==> src/rtl/keypad_pkg.sv <==
// Shared keypad definitions: key codes, the code-to-matrix table and emulator states.
// Encoder and emulator both decode through KEY_MAP so the two ends cannot diverge.
package keypad_pkg;

    localparam logic [3:0] KEY_PLUS  = 4'hA;
    localparam logic [3:0] KEY_MINUS = 4'hB;
    localparam logic [3:0] KEY_MUL   = 4'hC;
    localparam logic [3:0] KEY_DIV   = 4'hD;
    localparam logic [3:0] KEY_CLEAR = 4'hE;
    localparam logic [3:0] KEY_DP    = 4'hF;

    typedef struct packed {
        logic [1:0] row;
        logic [1:0] col;
    } key_pos_t;

    // Entry n is {row, col} of key code n in the physical matrix.
    localparam logic [3:0] KEY_MAP [16] = '{
        4'hD, 4'h0, 4'h1, 4'h2, 4'h4, 4'h5, 4'h6, 4'h8,
        4'h9, 4'hA, 4'h3, 4'h7, 4'hB, 4'hF, 4'hE, 4'hC
    };

    typedef enum logic [1:0] {
        ST_IDLE  = 2'd0,
        ST_ARM   = 2'd1,
        ST_PRESS = 2'd2,
        ST_GAP   = 2'd3
    } kp_state_e;

    function automatic key_pos_t key_decode(logic [3:0] code);
        return key_pos_t'(KEY_MAP[code]);
    endfunction

    function automatic logic [3:0] key_encode(key_pos_t pos);
        logic [3:0] code;
        code = '0;
        for (int unsigned i = 0; i < 16; i++) begin
            if (KEY_MAP[i] == pos) code = 4'(i);
        end
        return code;
    endfunction

endpackage

==> src/rtl/keypad_emulator_if.sv <==
// Host handshake plus keypad scan lines between the poller/host side and the emulator.
interface keypad_emulator_if;
    logic [3:0] key_code;
    logic       key_valid;
    logic       key_ready;
    logic [3:0] col_in;
    logic [3:0] row_out;
    logic       busy;
    logic       done;
    logic       timeout;

    modport master (
        output key_code, key_valid, col_in,
        input  key_ready, row_out, busy, done, timeout
    );

    modport slave (
        input  key_code, key_valid, col_in,
        output key_ready, row_out, busy, done, timeout
    );
endinterface

==> src/rtl/keypad_scan_monitor.sv <==
// Detects scan boundaries (rising col_in[0]) and counts cycles between them for the
// emulator's timeout; a boundary always beats a coincident timeout.
module keypad_scan_monitor #(
    parameter int unsigned TIMEOUT_CYCLES = 65535
) (
    input  logic clk_i,
    input  logic rst_n_i,
    input  logic col0_i,
    input  logic clear_i,
    input  logic active_i,
    output logic boundary_o,
    output logic timeout_o
);
    localparam int unsigned CW = $clog2(TIMEOUT_CYCLES);
    localparam logic [CW-1:0] LAST = CW'(TIMEOUT_CYCLES - 1);

    logic          col0_q;
    logic [CW-1:0] cyc_cnt_q, cyc_cnt_d;

    assign boundary_o = col0_i & ~col0_q;
    assign timeout_o  = active_i & ~boundary_o & (cyc_cnt_q == LAST);

    always_comb begin
        cyc_cnt_d = cyc_cnt_q;
        if (clear_i || boundary_o) begin
            cyc_cnt_d = '0;
        end else if (active_i && cyc_cnt_q != LAST) begin
            cyc_cnt_d = cyc_cnt_q + 1'b1;
        end
    end

    always_ff @(posedge clk_i or negedge rst_n_i) begin
        if (!rst_n_i) begin
            col0_q    <= 1'b0;
            cyc_cnt_q <= '0;
        end else begin
            col0_q    <= col0_i;
            cyc_cnt_q <= cyc_cnt_d;
        end
    end
endmodule

==> src/rtl/keypad_emulator.sv <==
// Emulated 4x4 key matrix: closes the requested key's switch for HOLD_SCANS full
// column scans, then keeps all switches open for GAP_SCANS scans before the next key.
module keypad_emulator
    import keypad_pkg::*;
#(
    parameter int unsigned HOLD_SCANS     = 4,
    parameter int unsigned GAP_SCANS      = 4,
    parameter int unsigned TIMEOUT_CYCLES = 65535
) (
    input logic               clk,
    input logic               rst_n,
    keypad_emulator_if.slave  bus
);
    localparam logic [7:0] HOLD_LIM = 8'(HOLD_SCANS);
    localparam logic [7:0] GAP_LIM  = 8'(GAP_SCANS);

    kp_state_e  state_q, state_d;
    logic [7:0] scan_cnt_q, scan_cnt_d;
    key_pos_t   pos_q, pos_d;
    logic [7:0] scan_inc;
    logic       accept, boundary, tmo_fire, done;
    logic [3:0] row_out;

    assign accept   = bus.key_valid && (state_q == ST_IDLE);
    assign scan_inc = (scan_cnt_q == 8'hFF) ? 8'hFF : scan_cnt_q + 8'd1;

    keypad_scan_monitor #(
        .TIMEOUT_CYCLES(TIMEOUT_CYCLES)
    ) u_mon (
        .clk_i     (clk),
        .rst_n_i   (rst_n),
        .col0_i    (bus.col_in[0]),
        .clear_i   (accept),
        .active_i  (state_q != ST_IDLE),
        .boundary_o(boundary),
        .timeout_o (tmo_fire)
    );

    always_comb begin
        state_d    = state_q;
        scan_cnt_d = scan_cnt_q;
        pos_d      = pos_q;
        done       = 1'b0;
        case (state_q)
            ST_IDLE: begin
                if (accept) begin
                    state_d    = ST_ARM;
                    scan_cnt_d = '0;
                    pos_d      = key_decode(bus.key_code);
                end
            end
            ST_ARM: begin
                if (boundary) begin
                    state_d    = ST_PRESS;
                    scan_cnt_d = '0;
                end else if (tmo_fire) begin
                    state_d = ST_IDLE;
                end
            end
            ST_PRESS: begin
                if (boundary) begin
                    if (scan_inc == HOLD_LIM) begin
                        state_d    = ST_GAP;
                        scan_cnt_d = '0;
                    end else begin
                        scan_cnt_d = scan_inc;
                    end
                end else if (tmo_fire) begin
                    state_d = ST_IDLE;
                end
            end
            ST_GAP: begin
                if (boundary) begin
                    if (scan_inc == GAP_LIM) begin
                        state_d    = ST_IDLE;
                        scan_cnt_d = '0;
                        done       = 1'b1;
                    end else begin
                        scan_cnt_d = scan_inc;
                    end
                end else if (tmo_fire) begin
                    state_d = ST_IDLE;
                end
            end
            default: state_d = ST_IDLE;
        endcase
    end

    // Switch model: the row follows its column with no latency; opened in the abort cycle.
    always_comb begin
        row_out = '0;
        if (state_q == ST_PRESS && !tmo_fire) begin
            row_out[pos_q.row] = bus.col_in[pos_q.col];
        end
    end

    always_ff @(posedge clk or negedge rst_n) begin
        if (!rst_n) begin
            state_q    <= ST_IDLE;
            scan_cnt_q <= '0;
            pos_q      <= '0;
        end else begin
            state_q    <= state_d;
            scan_cnt_q <= scan_cnt_d;
            pos_q      <= pos_d;
        end
    end

    assign bus.row_out   = row_out;
    assign bus.key_ready = (state_q == ST_IDLE);
    assign bus.busy      = (state_q != ST_IDLE);
    assign bus.done      = done;
    assign bus.timeout   = tmo_fire;
endmodule

==> src/flat_wrapper.sv <==
// flat-port wrapper written by rule: the top's interface ports become plain ports
module keypad_emulator_flat import keypad_pkg::*;
#(
    parameter int unsigned HOLD_SCANS     = 4,
    parameter int unsigned GAP_SCANS      = 4,
    parameter int unsigned TIMEOUT_CYCLES = 65535
)
  (clk, rst_n, bus_key_code, bus_key_valid, bus_col_in, bus_key_ready, bus_row_out, bus_busy, bus_done, bus_timeout);
  keypad_emulator_if bus_i ();
  input logic clk;
  input logic rst_n;
  input wire logic [$bits(bus_i.key_code)-1:0] bus_key_code;
  input wire logic [$bits(bus_i.key_valid)-1:0] bus_key_valid;
  input wire logic [$bits(bus_i.col_in)-1:0] bus_col_in;
  output wire logic [$bits(bus_i.key_ready)-1:0] bus_key_ready;
  output wire logic [$bits(bus_i.row_out)-1:0] bus_row_out;
  output wire logic [$bits(bus_i.busy)-1:0] bus_busy;
  output wire logic [$bits(bus_i.done)-1:0] bus_done;
  output wire logic [$bits(bus_i.timeout)-1:0] bus_timeout;
  assign bus_i.key_code = bus_key_code;
  assign bus_i.key_valid = bus_key_valid;
  assign bus_i.col_in = bus_col_in;
  assign bus_key_ready = bus_i.key_ready;
  assign bus_row_out = bus_i.row_out;
  assign bus_busy = bus_i.busy;
  assign bus_done = bus_i.done;
  assign bus_timeout = bus_i.timeout;
  keypad_emulator #(.HOLD_SCANS(HOLD_SCANS), .GAP_SCANS(GAP_SCANS), .TIMEOUT_CYCLES(TIMEOUT_CYCLES)) u_core (.clk(clk), .rst_n(rst_n), .bus(bus_i));
endmodule
==> config.mk <==
export PLATFORM = sky130hd
export DESIGN_NAME = keypad_emulator_flat
export DESIGN_NICKNAME = d
export VERILOG_FILES = /design/src/rtl/keypad_pkg.sv /design/src/rtl/keypad_emulator_if.sv /design/src/rtl/keypad_scan_monitor.sv /design/src/rtl/keypad_emulator.sv /design/src/flat_wrapper.sv
export SDC_FILE = /design/constraint.sdc
export NUM_CORES = 1
export LEC_CHECK = 0
export ABC_AREA = 0
export BUFFER_PORTS_ARGS = -buffer_cell sky130_fd_sc_hd__buf_2
export CORE_UTILIZATION = 28
export DETAILED_ROUTE_END_ITERATION = 16
export HOLD_SLACK_MARGIN = 0.08
export PLACE_DENSITY = 0.46
export REMOVE_ABC_BUFFERS = 1
export SKIP_LAST_GASP = 1
export SLEW_MARGIN = 0
export SYNTH_ARGS = -nofsm -noshare
export SYNTH_HDL_FRONTEND = slang
export SYNTH_SLANG_ARGS = --single-unit
==> constraint.sdc <==
create_clock -name clk -period 3.2 [get_ports clk]
set_clock_uncertainty 0.1 [all_clocks]
set_input_delay 0.16 -clock clk [delete_from_list [all_inputs] [get_ports clk]]
set_output_delay 0.16 -clock clk [all_outputs]
set_load 0.1 [all_outputs]
==> results.sh <==
export IMPL_post_route_period_util_pct=90.8
export IMPL_p_comb_share_pct=36.8
export IMPL_rsz0062_at_grt="no"
export IMPL_worst_path_largest_cell_delay_ps=450
export IMPL_io_buffers=18
export IMPL_syn_area_um2=1860
export IMPL_setup_ws_ps=293
export IMPL_finalHoldViolCount=0
export IMPL_grt_max_degree=32
export IMPL_drt_drc_violations_left=0
export IMPL_ys_seq_area_share_pct=41.7
export IMPL_drive_above_1_share_pct=15.7
export IMPL_seq_area_um2=776
export IMPL_yosys_most_used_dff="dfrtp_1"
export IMPL_die_area_um2=6970
export IMPL_place_congestion=0.752
export IMPL_hp_class="in -> reg"
export IMPL_relSlewSlack_pct=50.0
export IMPL_multi_input_area_um2=1020
export IMPL_final_fill_count=683
export IMPL_power_switching_mw=0.628
export IMPL_power_density_nw_per_um2=674
export IMPL_drt_pre_antenna_iters=4
export IMPL_maxClockFrequency_mhz=344
export IMPL_outcome="finished clean"
export IMPL_cts_sinks=31
export IMPL_vias_per_cell=5.18
export IMPL_grt_pass1_vias=1455
export IMPL_period_needed_ps=2910
export IMPL_arrival_ps=2650
export IMPL_cts_path_max_buffers=2
export IMPL_reg2reg_slack_ps=940
export IMPL_cp_start_kind="flop"
export IMPL_endpoint_kind="primary output"
export IMPL_die_h_um=83.5
export IMPL_fp_dieW_um=83.5
export IMPL_p_clk_share_pct=22.8
export IMPL_synth_cells=203
export IMPL_wire_per_inst_um=14.0
export IMPL_synth_cell_types=44
export IMPL_grt_first_pass_wirelength_mm=7.16
export IMPL_r2r_cells=6
export IMPL_cts_setup_buffers=0
export IMPL_syn_avg_cell_area_um2=9.16
export IMPL_finalSetupViolations=0
export IMPL_area_growth_pct=13.7
export IMPL_numCtsBuffers=5
export IMPL_final_cell_area_um2=2110
export IMPL_path_class="reg -> out"
export IMPL_synth_most_common_cell="dfrtp_1"
export IMPL_seqPwrFrac_pct=40.4
export IMPL_tightest_slew_ps=750
export IMPL_ys_ff_latch=31
export IMPL_rows=29
export IMPL_pre_cts_ws_ps=610
export IMPL_antenna_found_initial=0
export IMPL_pin_count=19
export IMPL_final_setup_tns_ps=0
export IMPL_placedInstanceArea_um2=2000
export IMPL_clkTransAtPathRegs_ps=70
export IMPL_drt_total_wl_mm=4.19
export IMPL_p_leak_nw=0.883
export IMPL_critPathRequiredTime_ps=2940
export IMPL_p_int_mw=0.798
export IMPL_h_tree_depth=2
export IMPL_core_um2=6390
export IMPL_post_cts_resize_count=0
export IMPL_cts_root_buffer="clkbuf_8"
export IMPL_ir_drop_mv=0.474
export IMPL_fin_nets=236
export IMPL_initialDrtViolationCount=83
export IMPL_antenna_cells=0
export IMPL_drtAntennaViolNets=0
export IMPL_swShare_pct=44.1
export IMPL_hold_depth=4
export IMPL_vias=1555
export IMPL_cts_tree="yes"
export IMPL_crit_chain="ha_1 -> and4_1 -> a21o_1 -> a2111oi_4 -> and3_1 -> buf_2"
export IMPL_synth_commonest_cells="31 x dfrtp_1, 22 x nand2_1, 18 x nor2_1"
export IMPL_grt_usage_pct=13.1
export IMPL_crit_fanout=8
export IMPL_drv_cap=0
export IMPL_ys_warn_count=0
export IMPL_drv_slew=0
export IMPL_grt_remaining_overflow=0
export IMPL_worstSkewPairLatency_ps=290
export IMPL_synthTopCellsByArea="dfrtp_1 42%, xnor2_1 6.6%, nand2_1 4.4%"
export IMPL_yosysTopAreaCell="dfrtp_1"
export IMPL_ys_async_sr_fraction_pct=100
export IMPL_start_util_pct=29.1
export IMPL_synth_edf_count=0
export IMPL_synth_top_area_share_pct=41.7
export IMPL_cp_slowest_cell="dfrtp_1"
export IMPL_dp_hpwl_mm=2.89
metal layers:
layer	vias up	wire (um)	global-route usage [%]
li1	776	-	-
met1	741	2130	18.1
met2	32	1810	18.9
met3	6	168	3.26
met4	0	85	6.47
met5	-	0	0
worst max-delay path, delay by kind of cell (launching register included):
kind,cells,cell delay (ps)
adder cells (fa/ha/maj),1,270
AO/OA/AOI/OAI,2,670
flip-flops,1,450
buffers and inverters,1,430
AND/OR/NAND/NOR,2,520
registers in the layout (all words and copies together) (netlist names):
register and flops:
u_core.state_q 2, u_core.pos_q 4, u_core.u_mon.cyc_cnt_q 16, u_core.scan_cnt_q 8, u_core.u_mon.col0_q 1
cell families after synthesis:
logic type      share of synthesized area, %
buf+inv                                 3.70
flops                                   41.7
fa+ha+maj                               2.02
compound gates                          15.3
mux                                     2.36
simple gates                            27.9
xor+xnor                                7.07
path summary, 6_finish.rpt:
| path | start | to |
|---|---|---|
| hold / removal | bus_key_valid | u_core.u_mon.cyc_cnt_q[0]$_DFFE_PN0P_ |
| setup reg to reg | u_core.scan_cnt_q[0]$_DFFE_PN0P_ | u_core.scan_cnt_q[2]$_DFFE_PN0P_ |
| hold reg to reg | u_core.pos_q[0]$_DFFE_PN0P_ | u_core.pos_q[0]$_DFFE_PN0P_ |
| min in group asynchronous | rst_n | u_core.u_mon.cyc_cnt_q[3]$_DFFE_PN0P_ |
| setup / recovery | u_core.scan_cnt_q[0]$_DFFE_PN0P_ | bus_done |
| max in group asynchronous | rst_n | u_core.scan_cnt_q[0]$_DFFE_PN0P_ |
layout by cell type, fill, tap and decap left out, types with 2 or more instances in the layout:
cell type       n
clkinvlp_4      2
a41oi_1         2
a21oi_1        10
nand2b_1        5
o21ai_0        12
clkbuf_8        5
or2_2           2
a31oi_1         2
nor2b_1         3
nor3_1          7
xnor2_1        14
a21boi_0        2
inv_1           3
o31ai_1         2
dfrtp_1        31
buf_2          18
nor4_1          6
nor2_1         18
and4_1          4
nand4_1         5
nand3_1        12
nor3b_1         2
a211oi_1        3
and3_1          4
dlygate4sd3_1   2
a21o_1          3
ha_1            3
nand2_1        22
metrics by stage:
step                      cells  power, mW  hold WS (ps)  utilization (%)
after floorplan             194      0.982          -236                -
after global placement      290       1.11           171             31.3
after detailed placement    290       1.11           170             31.3
after CTS                   300       1.45           114             33.1
after global routing        300       1.53           133             33.1
final                       300       1.43           120             33.1
power groups by stage:
stage	registers, mW	clock network, mW	logic, mW
2_1_floorplan	0.552	0	0.430
3_3_place_gp	0.577	0	0.529
3_5_place_dp	0.580	0	0.528
4_1_cts	0.573	0.340	0.532
5_1_grt	0.592	0.358	0.579
6_report	0.575	0.326	0.524
timing repair:
action                                  CTS  global route
endpoints found under the setup margin    0             0
hold buffers                              2             0
hold endpoints to repair                 32             0
layout make-up:
| cell class | instances | share of cell area [%] |
|---|---|---|
| Multi-Input combinational cell | 160 | 48.3 |
| Sequential cell | 31 | 36.7 |
| Timing Repair Buffer | 21 | 5.56 |
| Tap cell | 77 | 4.56 |
| Clock buffer | 5 | 3.25 |
| Clock inverter | 3 | 1.12 |
| Inverter | 3 | 0.533 |
Power figures use the tool's default switching activity.
